`config.mk`:
```
export PLATFORM = sky130hd
export DESIGN_NAME = cci_mpf_svc_vtp_miss_tracker
export DESIGN_NICKNAME = d
export VERILOG_FILES = /design/src/rtl/cci_mpf_svc_vtp_miss_tracker_pkg.sv /design/src/rtl/cci_mpf_prim_arb_lowest.sv /design/src/rtl/cci_mpf_svc_vtp_miss_tracker.sv
export SDC_FILE = /design/constraint.sdc
export NUM_CORES = 1
export LEC_CHECK = 0
export CAP_MARGIN = 5
export CORE_MARGIN = 4
export CORE_UTILIZATION = 55
export CTS_CLUSTER_SIZE = 12
export DETAILED_ROUTE_END_ITERATION = 16
export DONT_BUFFER_PORTS = 1
export PLACE_DENSITY = 0.77
export SYNTH_ARGS = -nofsm -noshare
export SYNTH_HDL_FRONTEND = slang
export SYNTH_HIERARCHICAL = 1
export SYNTH_SLANG_ARGS = --single-unit
```
`constraint.sdc`:
```
create_clock -name clk -period 10.1 [get_ports clk]
set_input_delay 1.01 -clock clk [delete_from_list [all_inputs] [get_ports clk]]
set_output_delay 1.01 -clock clk [all_outputs]
set_load 0.05 [all_outputs]
```
`src/rtl/cci_mpf_svc_vtp_miss_tracker_pkg.sv`:
```
// Shared VTP types: page indices, service tags, page-walk metadata and the
// miss-tracker entry record.
package cci_mpf_svc_vtp_miss_tracker_pkg;

    localparam int N_TAGS = 16;
    localparam int TAG_W  = 4;
    localparam int META_W = 8;

    typedef logic [35:0]       t_tlb_4kb_va_page_idx;
    typedef logic [27:0]       t_tlb_4kb_pa_page_idx;
    typedef logic [TAG_W-1:0]  t_cci_mpf_shim_vtp_req_tag;
    typedef logic [META_W-1:0] t_cci_mpf_shim_vtp_pt_walk_meta;

    typedef struct packed {
        t_tlb_4kb_pa_page_idx      pagePA;
        t_cci_mpf_shim_vtp_req_tag tag;
        logic                      isBigPage;
    } t_cci_mpf_shim_vtp_lookup_rsp;

    typedef enum logic [1:0] {
        VTP_MISS_FREE,
        VTP_MISS_ISSUE,
        VTP_MISS_WALK,
        VTP_MISS_RESP
    } t_vtp_miss_state;

    typedef struct packed {
        t_vtp_miss_state           state;
        t_tlb_4kb_va_page_idx      va;
        t_cci_mpf_shim_vtp_req_tag firstTag;
        logic [N_TAGS-1:0]         tagMask;
        t_tlb_4kb_pa_page_idx      pa;
        logic                      isBigPage;
    } t_vtp_miss_entry;

endpackage

```
`src/rtl/cci_mpf_prim_arb_lowest.sv`:
```
// Find-first-set priority encoder: reports the lowest set request bit.
module cci_mpf_prim_arb_lowest #(
    parameter int N = 4
) (
    input  logic [N-1:0]         req,
    output logic                 found,
    output logic [$clog2(N)-1:0] idx
);

    localparam int IDX_W = $clog2(N);

    always_comb begin
        found = 1'b0;
        idx   = '0;
        for (int unsigned i = 0; i < N; i++) begin
            if (req[i] && !found) begin
                found = 1'b1;
                idx   = IDX_W'(i);
            end
        end
    end

endmodule

```
`src/rtl/cci_mpf_svc_vtp_miss_tracker.sv`:
```
// Tracks outstanding VTP TLB misses: merges same-page misses, issues one page
// walk per unique page, fills the TLB and drains one lookup response per tag.
module cci_mpf_svc_vtp_miss_tracker
    import cci_mpf_svc_vtp_miss_tracker_pkg::*;
#(
    parameter int N_ENTRIES = 4
) (
    input  logic                           clk,
    input  logic                           reset_n,
    input  logic                           missEn,
    input  t_tlb_4kb_va_page_idx           missVA,
    input  t_cci_mpf_shim_vtp_req_tag      missTag,
    output logic                           missRdy,
    output logic                           walkReqEn,
    output t_tlb_4kb_va_page_idx           walkReqVA,
    output t_cci_mpf_shim_vtp_req_tag      walkReqTag,
    output t_cci_mpf_shim_vtp_pt_walk_meta walkReqMeta,
    input  logic                           walkReqRdy,
    input  logic                           walkRspEn,
    input  t_tlb_4kb_va_page_idx           walkRspVA,
    input  t_tlb_4kb_pa_page_idx           walkRspPA,
    input  t_cci_mpf_shim_vtp_pt_walk_meta walkRspMeta,
    input  t_cci_mpf_shim_vtp_req_tag      walkRspTag,
    input  logic                           walkRspIsBigPage,
    input  logic                           walkRspNotPresent,
    output logic                           fillEn,
    output t_tlb_4kb_va_page_idx           fillVA,
    output t_tlb_4kb_pa_page_idx           fillPA,
    output logic                           fillBigPage,
    output logic                           svcRspValid,
    output t_cci_mpf_shim_vtp_lookup_rsp   svcRsp,
    output logic                           errNotPresent,
    output t_tlb_4kb_va_page_idx           errVA,
    output logic [$clog2(N_ENTRIES+1)-1:0] numBusy
);

    localparam int IDX_W       = $clog2(N_ENTRIES);
    localparam int CNT_W       = $clog2(N_ENTRIES + 1);
    localparam int DRAIN_W     = N_ENTRIES * N_TAGS;
    localparam int DRAIN_IDX_W = $clog2(DRAIN_W);

    t_vtp_miss_entry entry_q [N_ENTRIES];
    t_vtp_miss_entry entry_d [N_ENTRIES];

    logic                         walk_req_en_q, walk_req_en_d;
    t_tlb_4kb_va_page_idx         walk_req_va_q, walk_req_va_d;
    t_cci_mpf_shim_vtp_req_tag    walk_req_tag_q, walk_req_tag_d;
    logic [IDX_W-1:0]             walk_req_idx_q, walk_req_idx_d;
    logic                         fill_en_q, fill_en_d;
    t_tlb_4kb_va_page_idx         fill_va_q, fill_va_d;
    t_tlb_4kb_pa_page_idx         fill_pa_q, fill_pa_d;
    logic                         fill_big_q, fill_big_d;
    logic                         svc_valid_q, svc_valid_d;
    t_cci_mpf_shim_vtp_lookup_rsp svc_rsp_q, svc_rsp_d;
    logic                         err_q, err_d;
    t_tlb_4kb_va_page_idx         err_va_q, err_va_d;

    logic [N_ENTRIES-1:0]   free_vec, issue_vec;
    logic [DRAIN_W-1:0]     drain_vec;
    logic                   free_found, issue_found, drain_found;
    logic [IDX_W-1:0]       free_idx, issue_idx, drain_ent, rsp_idx, hit_idx;
    logic [DRAIN_IDX_W-1:0] drain_idx;
    t_cci_mpf_shim_vtp_req_tag drain_tag;
    logic                   hit, tag_dup, miss_acc, walk_acc;
    logic                   unused_rsp;

    assign unused_rsp = ^{walkRspVA, walkRspTag, walkRspMeta};
    assign rsp_idx    = walkRspMeta[IDX_W-1:0];
    assign miss_acc   = missEn && missRdy;
    assign walk_acc   = walk_req_en_q && walkReqRdy;
    // Drain arbitration runs over every (entry, tag) bit at once.
    assign drain_ent  = drain_idx[DRAIN_IDX_W-1:TAG_W];
    assign drain_tag  = drain_idx[TAG_W-1:0];

    always_comb begin
        free_vec  = '0;
        drain_vec = '0;
        for (int unsigned i = 0; i < N_ENTRIES; i++) begin
            free_vec[i] = (entry_q[i].state == VTP_MISS_FREE);
            if (entry_q[i].state == VTP_MISS_RESP)
                drain_vec[i*N_TAGS +: N_TAGS] = entry_q[i].tagMask;
        end
    end

    cci_mpf_prim_arb_lowest #(.N(N_ENTRIES)) free_arb (
        .req(free_vec), .found(free_found), .idx(free_idx));
    cci_mpf_prim_arb_lowest #(.N(N_ENTRIES)) issue_arb (
        .req(issue_vec), .found(issue_found), .idx(issue_idx));
    cci_mpf_prim_arb_lowest #(.N(DRAIN_W)) drain_arb (
        .req(drain_vec), .found(drain_found), .idx(drain_idx));

    // An entry faulting this cycle is not a merge target; the miss re-walks.
    always_comb begin
        hit     = 1'b0;
        hit_idx = '0;
        tag_dup = 1'b0;
        for (int unsigned i = 0; i < N_ENTRIES; i++) begin
            if (((entry_q[i].state == VTP_MISS_ISSUE) || (entry_q[i].state == VTP_MISS_WALK)) &&
                (entry_q[i].va == missVA) && !hit &&
                !(walkRspEn && walkRspNotPresent && (rsp_idx == IDX_W'(i)))) begin
                hit     = 1'b1;
                hit_idx = IDX_W'(i);
            end
            if (entry_q[i].tagMask[missTag])
                tag_dup = 1'b1;
        end
    end

    always_comb begin
        for (int unsigned i = 0; i < N_ENTRIES; i++)
            entry_d[i] = entry_q[i];
        fill_en_d   = walkRspEn && !walkRspNotPresent;
        fill_va_d   = entry_q[rsp_idx].va;
        fill_pa_d   = walkRspPA;
        fill_big_d  = walkRspIsBigPage;
        err_d       = err_q;
        err_va_d    = err_va_q;
        svc_valid_d = drain_found;
        svc_rsp_d   = '{pagePA: entry_q[drain_ent].pa, tag: drain_tag,
                        isBigPage: entry_q[drain_ent].isBigPage};

        if (walk_acc)
            entry_d[walk_req_idx_q].state = VTP_MISS_WALK;

        if (walkRspEn) begin
            if (walkRspNotPresent) begin
                entry_d[rsp_idx].state   = VTP_MISS_FREE;
                entry_d[rsp_idx].tagMask = '0;
                err_d = 1'b1;
                if (!err_q)
                    err_va_d = entry_q[rsp_idx].va;
            end else begin
                entry_d[rsp_idx].state     = VTP_MISS_RESP;
                entry_d[rsp_idx].pa        = walkRspPA;
                entry_d[rsp_idx].isBigPage = walkRspIsBigPage;
            end
        end

        if (drain_found) begin
            entry_d[drain_ent].tagMask[drain_tag] = 1'b0;
            if (entry_d[drain_ent].tagMask == '0)
                entry_d[drain_ent].state = VTP_MISS_FREE;
        end

        if (miss_acc) begin
            if (hit)
                entry_d[hit_idx].tagMask[missTag] = 1'b1;
            else
                entry_d[free_idx] = '{state: VTP_MISS_ISSUE, va: missVA, firstTag: missTag,
                                      tagMask: 16'b1 << missTag, pa: '0, isBigPage: 1'b0};
        end
    end

    // Issue selection looks at next state so a new alloc reaches walkReq at once.
    always_comb begin
        for (int unsigned i = 0; i < N_ENTRIES; i++)
            issue_vec[i] = (entry_d[i].state == VTP_MISS_ISSUE);
    end

    always_comb begin
        walk_req_en_d  = walk_req_en_q;
        walk_req_va_d  = walk_req_va_q;
        walk_req_tag_d = walk_req_tag_q;
        walk_req_idx_d = walk_req_idx_q;
        if (!walk_req_en_q || walkReqRdy) begin
            walk_req_en_d  = issue_found;
            walk_req_va_d  = entry_d[issue_idx].va;
            walk_req_tag_d = entry_d[issue_idx].firstTag;
            walk_req_idx_d = issue_idx;
        end
    end

    always_ff @(posedge clk) begin
        if (!reset_n) begin
            for (int unsigned i = 0; i < N_ENTRIES; i++)
                entry_q[i] <= '{state: VTP_MISS_FREE, va: '0, firstTag: '0,
                                tagMask: '0, pa: '0, isBigPage: 1'b0};
            walk_req_en_q  <= 1'b0;
            walk_req_va_q  <= '0;
            walk_req_tag_q <= '0;
            walk_req_idx_q <= '0;
            fill_en_q      <= 1'b0;
            fill_va_q      <= '0;
            fill_pa_q      <= '0;
            fill_big_q     <= 1'b0;
            svc_valid_q    <= 1'b0;
            svc_rsp_q      <= '0;
            err_q          <= 1'b0;
            err_va_q       <= '0;
        end else begin
            for (int unsigned i = 0; i < N_ENTRIES; i++)
                entry_q[i] <= entry_d[i];
            walk_req_en_q  <= walk_req_en_d;
            walk_req_va_q  <= walk_req_va_d;
            walk_req_tag_q <= walk_req_tag_d;
            walk_req_idx_q <= walk_req_idx_d;
            fill_en_q      <= fill_en_d;
            fill_va_q      <= fill_va_d;
            fill_pa_q      <= fill_pa_d;
            fill_big_q     <= fill_big_d;
            svc_valid_q    <= svc_valid_d;
            svc_rsp_q      <= svc_rsp_d;
            err_q          <= err_d;
            err_va_q       <= err_va_d;
        end
    end

    always_comb begin
        missRdy = |free_vec;
        numBusy = '0;
        for (int unsigned i = 0; i < N_ENTRIES; i++)
            if (entry_q[i].state != VTP_MISS_FREE)
                numBusy = numBusy + CNT_W'(1);
    end

    assign walkReqEn     = walk_req_en_q;
    assign walkReqVA     = walk_req_va_q;
    assign walkReqTag    = walk_req_tag_q;
    assign walkReqMeta   = META_W'(walk_req_idx_q);
    assign fillEn        = fill_en_q;
    assign fillVA        = fill_va_q;
    assign fillPA        = fill_pa_q;
    assign fillBigPage   = fill_big_q;
    assign svcRspValid   = svc_valid_q;
    assign svcRsp        = svc_rsp_q;
    assign errNotPresent = err_q;
    assign errVA         = err_va_q;

    always_ff @(posedge clk) begin
        if (reset_n) begin
            if (miss_acc)
                assert (!tag_dup);
            if (walkRspEn)
                assert (entry_q[rsp_idx].state == VTP_MISS_WALK);
        end
    end

endmodule

```
After elaboration in Yosys (flattened, before gate mapping). Memory sizes are Yosys's and may differ from the RTL's. A register that Yosys moved wholly into a read port is not among the register bits. Cells that the tools add are included.

Register bits after elaboration: 151. RAM bits: 348. Input port bits: 123. Output and inout port bits: 190. Memories: 1.

Add/subtract/negate cells: 3. Magnitude comparators: 15. Eq/ne operators: 23. Shift operators: 1. Mux-type cells: 206. Bitwise operators: 11. Reductions and logical operators: 192.

Memory list: entry_q (depth 4, bits a word 87, read ports 6, clocked after memory_dff 1, wr ports 4, line cci_mpf_svc_vtp_miss_tracker.sv:42) `t_vtp_miss_entry entry_q [N_ENTRIES];`.

Operator list (count): $bwmux 348 (10); $mux 348 (7); $demux 87 s2 (9); $mux 87 (8); $bmux 87 s2 (2); $mux 45 (5); $mux 6 (32); $mux 85 (2); $eq 36x36->1 (4); $logic_and 1x1->1 (95); $mux 1 (85); $mux 5 (16); $logic_not 1->1 (79); $mux 16 (4); $mux 4 (8); $mux 29 (1); $mux 3 (7); $eq 2x2->1 const B (10); $eq 2x1->1 const B (9); $ge 3x3->1 const B (6); $not 2->3 (6); $logic_not 16->1 (1); $mux 2 (8); $shl 1x4->16 const A (1); 13 further kinds (36).

Longest topological paths before layout. Gate-level depths: netlist of the first run. An unclocked memory read counts as a cell.

Depth in word-level cells: 224. Gate-level depth with buffers: 27. Gate-level depth less buffers: 23.

Modules after synthesis. Netlist of the first run, hierarchy kept.

By module, submodules not included: cci_mpf_svc_vtp_miss_tracker (instances 1, cells an instance 2880, area each 25491.9 um2); cci_mpf_prim_arb_lowest (drain_arb) (instances 1, cells an instance 154, area each 874.6 um2); cci_mpf_prim_arb_lowest (free_arb ...) (instances 2, cells an instance 7, area each 35.0 um2).

Least setup slack after synthesis of the first run. OpenSTA, ideal clock, no wires.

Path kind: register to register. Start: memory entry_q[2][85] in the netlist's numbering. End: register walk_req_va_q[29], in the netlist walkReqVA[29]. Arrival time: 6.101 ns. Setup slack: 3.929 ns. Cell stages (with the launch flop): 26. Path buffers: 6. Path through: dfxtp_1 ha_1 clkbuf_1 and2_1 or4_4 nor4_4 and2_2 nand4_1 a41oi_1 or3_1 buf_2 and3b_1 clkbuf_1 clkbuf_1 a221oi_1 o22ai_1 or4_4 nor4_4 a22o_1 o21ai_1 nand2b_1 a21oi_2 clkbuf_1 buf_1 mux2_2 a21oi_1.

RTL lines: from (decl) (line cci_mpf_svc_vtp_miss_tracker.sv:42); to (signal assigned) (line cci_mpf_svc_vtp_miss_tracker.sv:194) `walk_req_va_q <= walk_req_va_d;`; to (decl) (line cci_mpf_svc_vtp_miss_tracker.sv:46) `t_tlb_4kb_va_page_idx walk_req_va_q, walk_req_va_d;`.

==> results of run 1 <==
[layer usage]
| layer | wire [um] | vias up | global-route usage |
|---|---|---|---|
| met5 | 27 | - | 0 |
| met4 | 3887 | 4 | 0.1280 |
| met3 | 11100 | 276 | 0.09671 |
| met2 | 40240 | 1511 | 0.5277 |
| met1 | 35660 | 11042 | 0.4476 |
| li1 | - | 10184 | - |
[sequential cells by signal, indices dropped and copies added (netlist names)]
name,cells
walkReqTag,4
walkReqVA,36
walkReqEn,1
walk_req_idx_q,2
fillPA,28
svcRspValid,1
entry_q,348
fillBigPage,1
svcRsp,33
errVA,36
fillVA,36
fillEn,1
errNotPresent,1
[cell type report]
class | instances | area (um^2) | share of cell area
Antenna cell | 1 | 2.502 | 0.00008831
Clock buffer | 81 | 1635 | 0.05771
Clock inverter | 16 | 200.2 | 0.007065
Inverter | 44 | 165.2 | 0.005828
Multi-Input combinational cell | 2234 | 14750 | 0.5204
Sequential cell | 528 | 10570 | 0.3730
Tap cell | 615 | 769.5 | 0.02715
Timing Repair Buffer | 33 | 247.7 | 0.008743
[cell usage in the layout (no fill, tap or decap), types with 33 or more instances in the layout]
master     instances
mux2i_1          145
and2_1           220
inv_1             44
xnor2_1          121
mux4_2            65
nor2_1           111
nand3_1           45
dfxtp_1          528
buf_4             33
mux2_2            57
a21boi_0          40
nor2b_1          141
nor3_1            33
o21ai_0          154
nand2_1          505
nand4_1           35
a221o_1           41
clkbuf_16         56
a21oi_1          233
[worst min path at each step]
stage / startpoint / end / slack, ns / cells past startpoint
floorplan: entry_q[2][0]$_SDFF_PN0_ / entry_q[2][0]$_SDFF_PN0_ / 0.43 / 2
global placement: entry_q[0][10]$_SDFF_PN0_ / entry_q[0][10]$_SDFF_PN0_ / 0.44 / 2
detailed placement: entry_q[2][23]$_SDFF_PN0_ / entry_q[2][23]$_SDFF_PN0_ / 0.44 / 2
CTS: entry_q[2][23]$_SDFF_PN0_ / entry_q[2][23]$_SDFF_PN0_ / 0.45 / 2
global route: entry_q[2][23]$_SDFF_PN0_ / entry_q[2][23]$_SDFF_PN0_ / 0.47 / 2
finish: entry_q[0][16]$_SDFF_PN0_ / entry_q[0][16]$_SDFF_PN0_ / 0.45 / 2
[stage by stage]
step,hold slack [ns],area (um^2)
6_report,0.4521,28340
5_1_grt,0.4661,28330
4_1_cts,0.4528,28330
3_5_place_dp,0.4449,26500
3_3_place_gp,0.4381,26500
2_1_floorplan,0.4331,26450
[worst max-delay path, stage by stage (launching register included)]
cell      delay (ns)
dfxtp_1         0.33
ha_1            0.41
and2_1          0.28
or4_4           0.59
nor4_4          0.37
and2_2          0.22
nand4_1         0.12
a41oi_1         0.28
or3_2           0.20
buf_4           0.61
nor3b_4         0.25
a22o_1          0.27
a221oi_1        0.23
o22ai_1         0.12
or4_4           0.57
nor4_4          0.67
a22o_1          0.28
o21ai_1         0.10
nand2b_1        0.20
a21oi_4         0.79
and2_2          0.94
a221o_1         0.29
o21ai_0         0.10
[power by group]
group / internal (uW) / switching [uW]
combinational: 292 / 467
sequential: 2190 / 283
clock: 1180 / 882
==> metrics.yaml, run 1 <==
status:
  status: "finished clean"
route:
  viasPerCell: 6.480
  ant_nets: 0
  num_vias: 23017
  drc: 0
  drt_iter0_drc: 3072
  routedWlPerCell_um: 25.60
  first_pass_iters: 5
  drt-total-wl_um: 90920
cts:
  cts_buffers: 56
  cts_root_buf: "clkbuf_16"
  cts.sinks: 528
  post_cts_buffers: 0
  clockBufferDepth: 3
  path_clk_slew_ns: 0.06
  cts_tree: "built"
  htree_levels: 2
  clk_latency_ns: 0.64
  cts_resized: 0
  cts_hold_buf: 0
placed_design:
  place_congestion: 1.021
  dpl.hpwl_um: 60790
  pre_cts_ws_ns: 1.966
  portBuffers: 0
  dpl.cell_count: 3454
logic_synthesis:
  syn-instance-count: 3046
  netlist_area_um2: 26430
  yosys_warnings: 6
  avgSynthCellArea_um2: 8.677
global_route:
  grt_use_total: 0.3377
  grt_max_degree: 418
  grt_pass1_wl_um: 134300
  antenna_found_initial: 2
  overflow: 0
  grt_pass1_vias: 21877
timing:
  skew_ns: 0.03170
  fin_ws_ns: 1.659
  min_period_ns: 8.441
  relSlewSlack: 0.06946
  tns_ns: 0
  setup_viol: 0
  period_share: 0.8357
  slew_viol_final: 0
  max_freq_mhz: 118.5
  grt_setup_unrepaired: "false"
  timing.final.hold_violations: 0
  worstMarginPinSlew_ns: 1.395
worst_setup_path:
  timing.rr.end: "walkReqVA[19]$_SDFFE_PN0P_"
  critPathKind: "reg2reg"
  start_kind: "flip-flop"
  timing.critical_path.fanout_max: 36
  reg2reg_slack_ns: 1.66
  critPathLaunch: "entry_q[2][85]$_SDFF_PN0_"
  cp-end-kind: "flip-flop"
  r2r_cells: 22
  rr_startpoint: "entry_q[2][85]$_SDFF_PN0_"
  crit_end: "walkReqVA[19]$_SDFFE_PN0P_"
  arrival_ns: 8.93
  crit_required_ns: 10.59
cells_and_area:
  n_fill_cell: 4038
  drive_gt1_frac: 0.09435
  final_nets: 3031
  final_core_util: 0.5947
  instances_no_fill: 3552
  area_growth_pct: 7.220
floorplan:
  core.rowCount: 80
  die_width_um: 227.2
  die_area_um2: 51620
  core_area_um2: 47650
  io_pins: 313
  initial_core_util: 0.5547
  fp.dieH_um: 227.2
power_and_ir_drop:
  powerDensity_nw_per_um2: 186.7
  irDropWorstVdd_mv: 0.1639
  power_uw: 5292
  leakage_uw: 0.01030
run:
  cap_violations: 0
min_path:
  min_path_type: "reg2reg"
Power figures use the tool's default switching activity.
==> run 2: changes to the inputs <==
--- a/config.mk
+++ b/config.mk
@@ -11,7 +11,7 @@
 export CTS_CLUSTER_SIZE = 12
 export DETAILED_ROUTE_END_ITERATION = 16
 export DONT_BUFFER_PORTS = 1
-export PLACE_DENSITY = 0.77
+export PLACE_DENSITY = 0.8
 export SYNTH_ARGS = -nofsm -noshare
 export SYNTH_HDL_FRONTEND = slang
 export SYNTH_HIERARCHICAL = 1
==> constraint.sdc (replaced) <==
create_clock -name clk -period 7.56 [get_ports clk]
set_input_delay 0.756 -clock clk [delete_from_list [all_inputs] [get_ports clk]]
set_output_delay 0.756 -clock clk [all_outputs]
set_load 0.05 [all_outputs]
==> run 2 against run 1 <==
Effect of this change:
- sequential share of layout area decreased by 0.19 points
- sequential cell count unchanged
- non-clock buffer count increased by 23
- core utilization increased by 0.30 points
- fmax increased by 17%
- register-to-register slack got worse by 1.3 ns
- die area unchanged
- first-iteration DRC count decreased by 13%
- clock skew decreased by 0.0035 ns
- final area increased by 0.51%
- final cell count increased by 0.51%
- total power increased by 35%
- critical endpoint is now walkReqVA[18]$_SDFFE_PN0P_
- largest cell class unchanged
- largest power group unchanged
- highest routed layer unchanged
==> metrics.yaml, run 2 (synthesized netlist as in run 1, its figures left out) <==
cts:
  cts_hold_buf: 0
  cts_buffers: 56
  clk_latency_ns: 0.64
  cts_tree: "built"
  cts.sinks: 528
  cts_resized: 0
  post_cts_buffers: 0
  clockBufferDepth: 3
  cts_root_buf: "clkbuf_16"
  path_clk_slew_ns: 0.06
  htree_levels: 2
global_route:
  antenna_found_initial: 1
  overflow: 0
  grt_pass1_vias: 22202
  grt_max_degree: 418
  top_usage_layer: "met2"
  met2_usage: 0.5296
  grt_use_total: 0.3398
  grt_pass1_wl_um: 135800
  grtUsageMet1: 0.4417
  met3_usage: 0.1050
power_and_ir_drop:
  leakage_uw: 0.01041
  irDropWorstVdd_mv: 0.2389
  powerDensity_nw_per_um2: 249.9
floorplan:
  core_area_um2: 47650
  die_area_um2: 51620
  initial_core_util: 0.5547
  fp.dieH_um: 227.2
  core.rowCount: 80
  die_width_um: 227.2
  io_pins: 313
min_path:
  min_to: "fillPA[14]$_SDFF_PN0_"
  whs_path_depth: 1
  min_path_type: "in2reg"
  min_from: "walkRspPA[14]"
cells_and_area:
  final_core_util: 0.5978
  final_common_cell: "dfxtp_1"
  instances_no_fill: 3570
  fin_area_um2: 28480
  area_growth_pct: 7.769
  multi_input_area_um2: 14730
  regArea_um2: 10570
  n_fill_cell: 3966
  largest_reg_flops: 348
  drive_gt1_frac: 0.1005
  final_nets: 3054
  top_register: "entry_q"
  layout_common_cells: "528 x dfxtp_1, 505 x nand2_1, 233 x a21oi_1"
worst_setup_path:
  rr_startpoint: "entry_q[2][85]$_SDFF_PN0_"
  critPathSlowestCell: "nor2_1"
  timing.critical_path.fanout_max: 16
  critPathKind: "reg2reg"
  start_kind: "flip-flop"
  timing.rr.end: "walkReqVA[18]$_SDFFE_PN0P_"
  crit_family: "simple AND/OR/NAND/NOR gates"
  cp-end-kind: "flip-flop"
  r2r_cells: 21
  critical-path-max-stage-delay_ns: 0.69
  worst-path-buf-inv: 0
  reg2reg_slack_ns: 0.36
  crit_required_ns: 8.05
  arrival_ns: 7.69
  crit_chain: "ha_1, and2_1, or4_4, nor4_4, and2_2, nand4_1, a41oi_1, or3_2, and3b_1, a22o_1, a221oi_1, o22ai_1, or4_4, nor4_4, a22o_1, o21ai_0, nor3_1, nand2_1, nor2_1, a221o_1, a21oi_1"
timing:
  period_share: 0.9518
  skew_ns: 0.02822
  tns_ns: 0
  setup_viol: 0
  min_period_ns: 7.196
  hold_ws_ns: 0.2416
  slew_viol_final: 0
  timing.final.hold_violations: 0
  grt_setup_unrepaired: "false"
  max_freq_mhz: 139.0
  worstMarginPinSlew_ns: 1.301
  relSlewSlack: 0.1266
status:
  status: "finished clean"
route:
  routedWlPerCell_um: 25.47
  ant_nets: 0
  drc: 0
  num_vias: 23029
  first_pass_iters: 6
  drt_iter0_drc: 2683
  drt-total-wl_um: 90940
  viasPerCell: 6.451
placed_design:
  dpl.hpwl_um: 61290
  placed_cell_area_um2: 26650
  dpl.cell_count: 3477
  place_congestion: 1.014
  portBuffers: 0
run:
  cap_violations: 0
-- run 2: cell types whose count changed in the layout (fill, tap and decap cells not counted), sizes merged --
cell	change
buf	+23
bufinv	+3
clkbuf	-8
clkinv	-1
clkinvlp	-1
inv	+2
-- run 2: per-stage QoR --
stage                     worst slack [ns]  total power, uW
after floorplan                      1.389             4061
after global placement              0.6565             4326
after detailed placement            0.5958             4350
after CTS                           0.5411             7098
after global routing              0.008693             7324
final                               0.3641             7118
-- run 2: how the worst max path moves through the flow --
stage                                   start                          to  slack [ns]  depth (start not counted)
global placement    entry_q[2][85]$_SDFF_PN0_  walkReqVA[25]$_SDFFE_PN0P_        0.66                         21
finish              entry_q[2][85]$_SDFF_PN0_  walkReqVA[18]$_SDFFE_PN0P_        0.36                         21
CTS                 entry_q[2][85]$_SDFF_PN0_  walkReqVA[18]$_SDFFE_PN0P_        0.54                         21
global route        entry_q[0][85]$_SDFF_PN0_  walkReqVA[18]$_SDFFE_PN0P_       0.009                         21
floorplan           entry_q[2][85]$_SDFF_PN0_  walkReqVA[29]$_SDFFE_PN0P_        1.39                         25
detailed placement  entry_q[2][85]$_SDFF_PN0_  walkReqVA[25]$_SDFFE_PN0P_        0.60                         21
-- run 2: cell type report --
class | count | area share
Sequential cell | 528 | 0.3711
Clock buffer | 73 | 0.05425
Multi-Input combinational cell | 2234 | 0.5171
Inverter | 44 | 0.005799
Timing Repair Buffer | 56 | 0.01476
Tap cell | 615 | 0.02702
Antenna cell | 1 | 0.00008786
Clock inverter | 19 | 0.009884
-- run 2: layer usage --
layer,up-vias,part of all wire
li1,10210,-
met1,11040,0.38
met5,-,0.00014
met3,320,0.12
met2,1457,0.45
met4,2,0.047
-- run 2: where the power goes --
group          internal (uW)  total, uW  switching [uW]
Combinational            399       1030             630
Clock                   1610       2790            1180
Sequential              2930       3300             373
Total                   4940       7120            2180
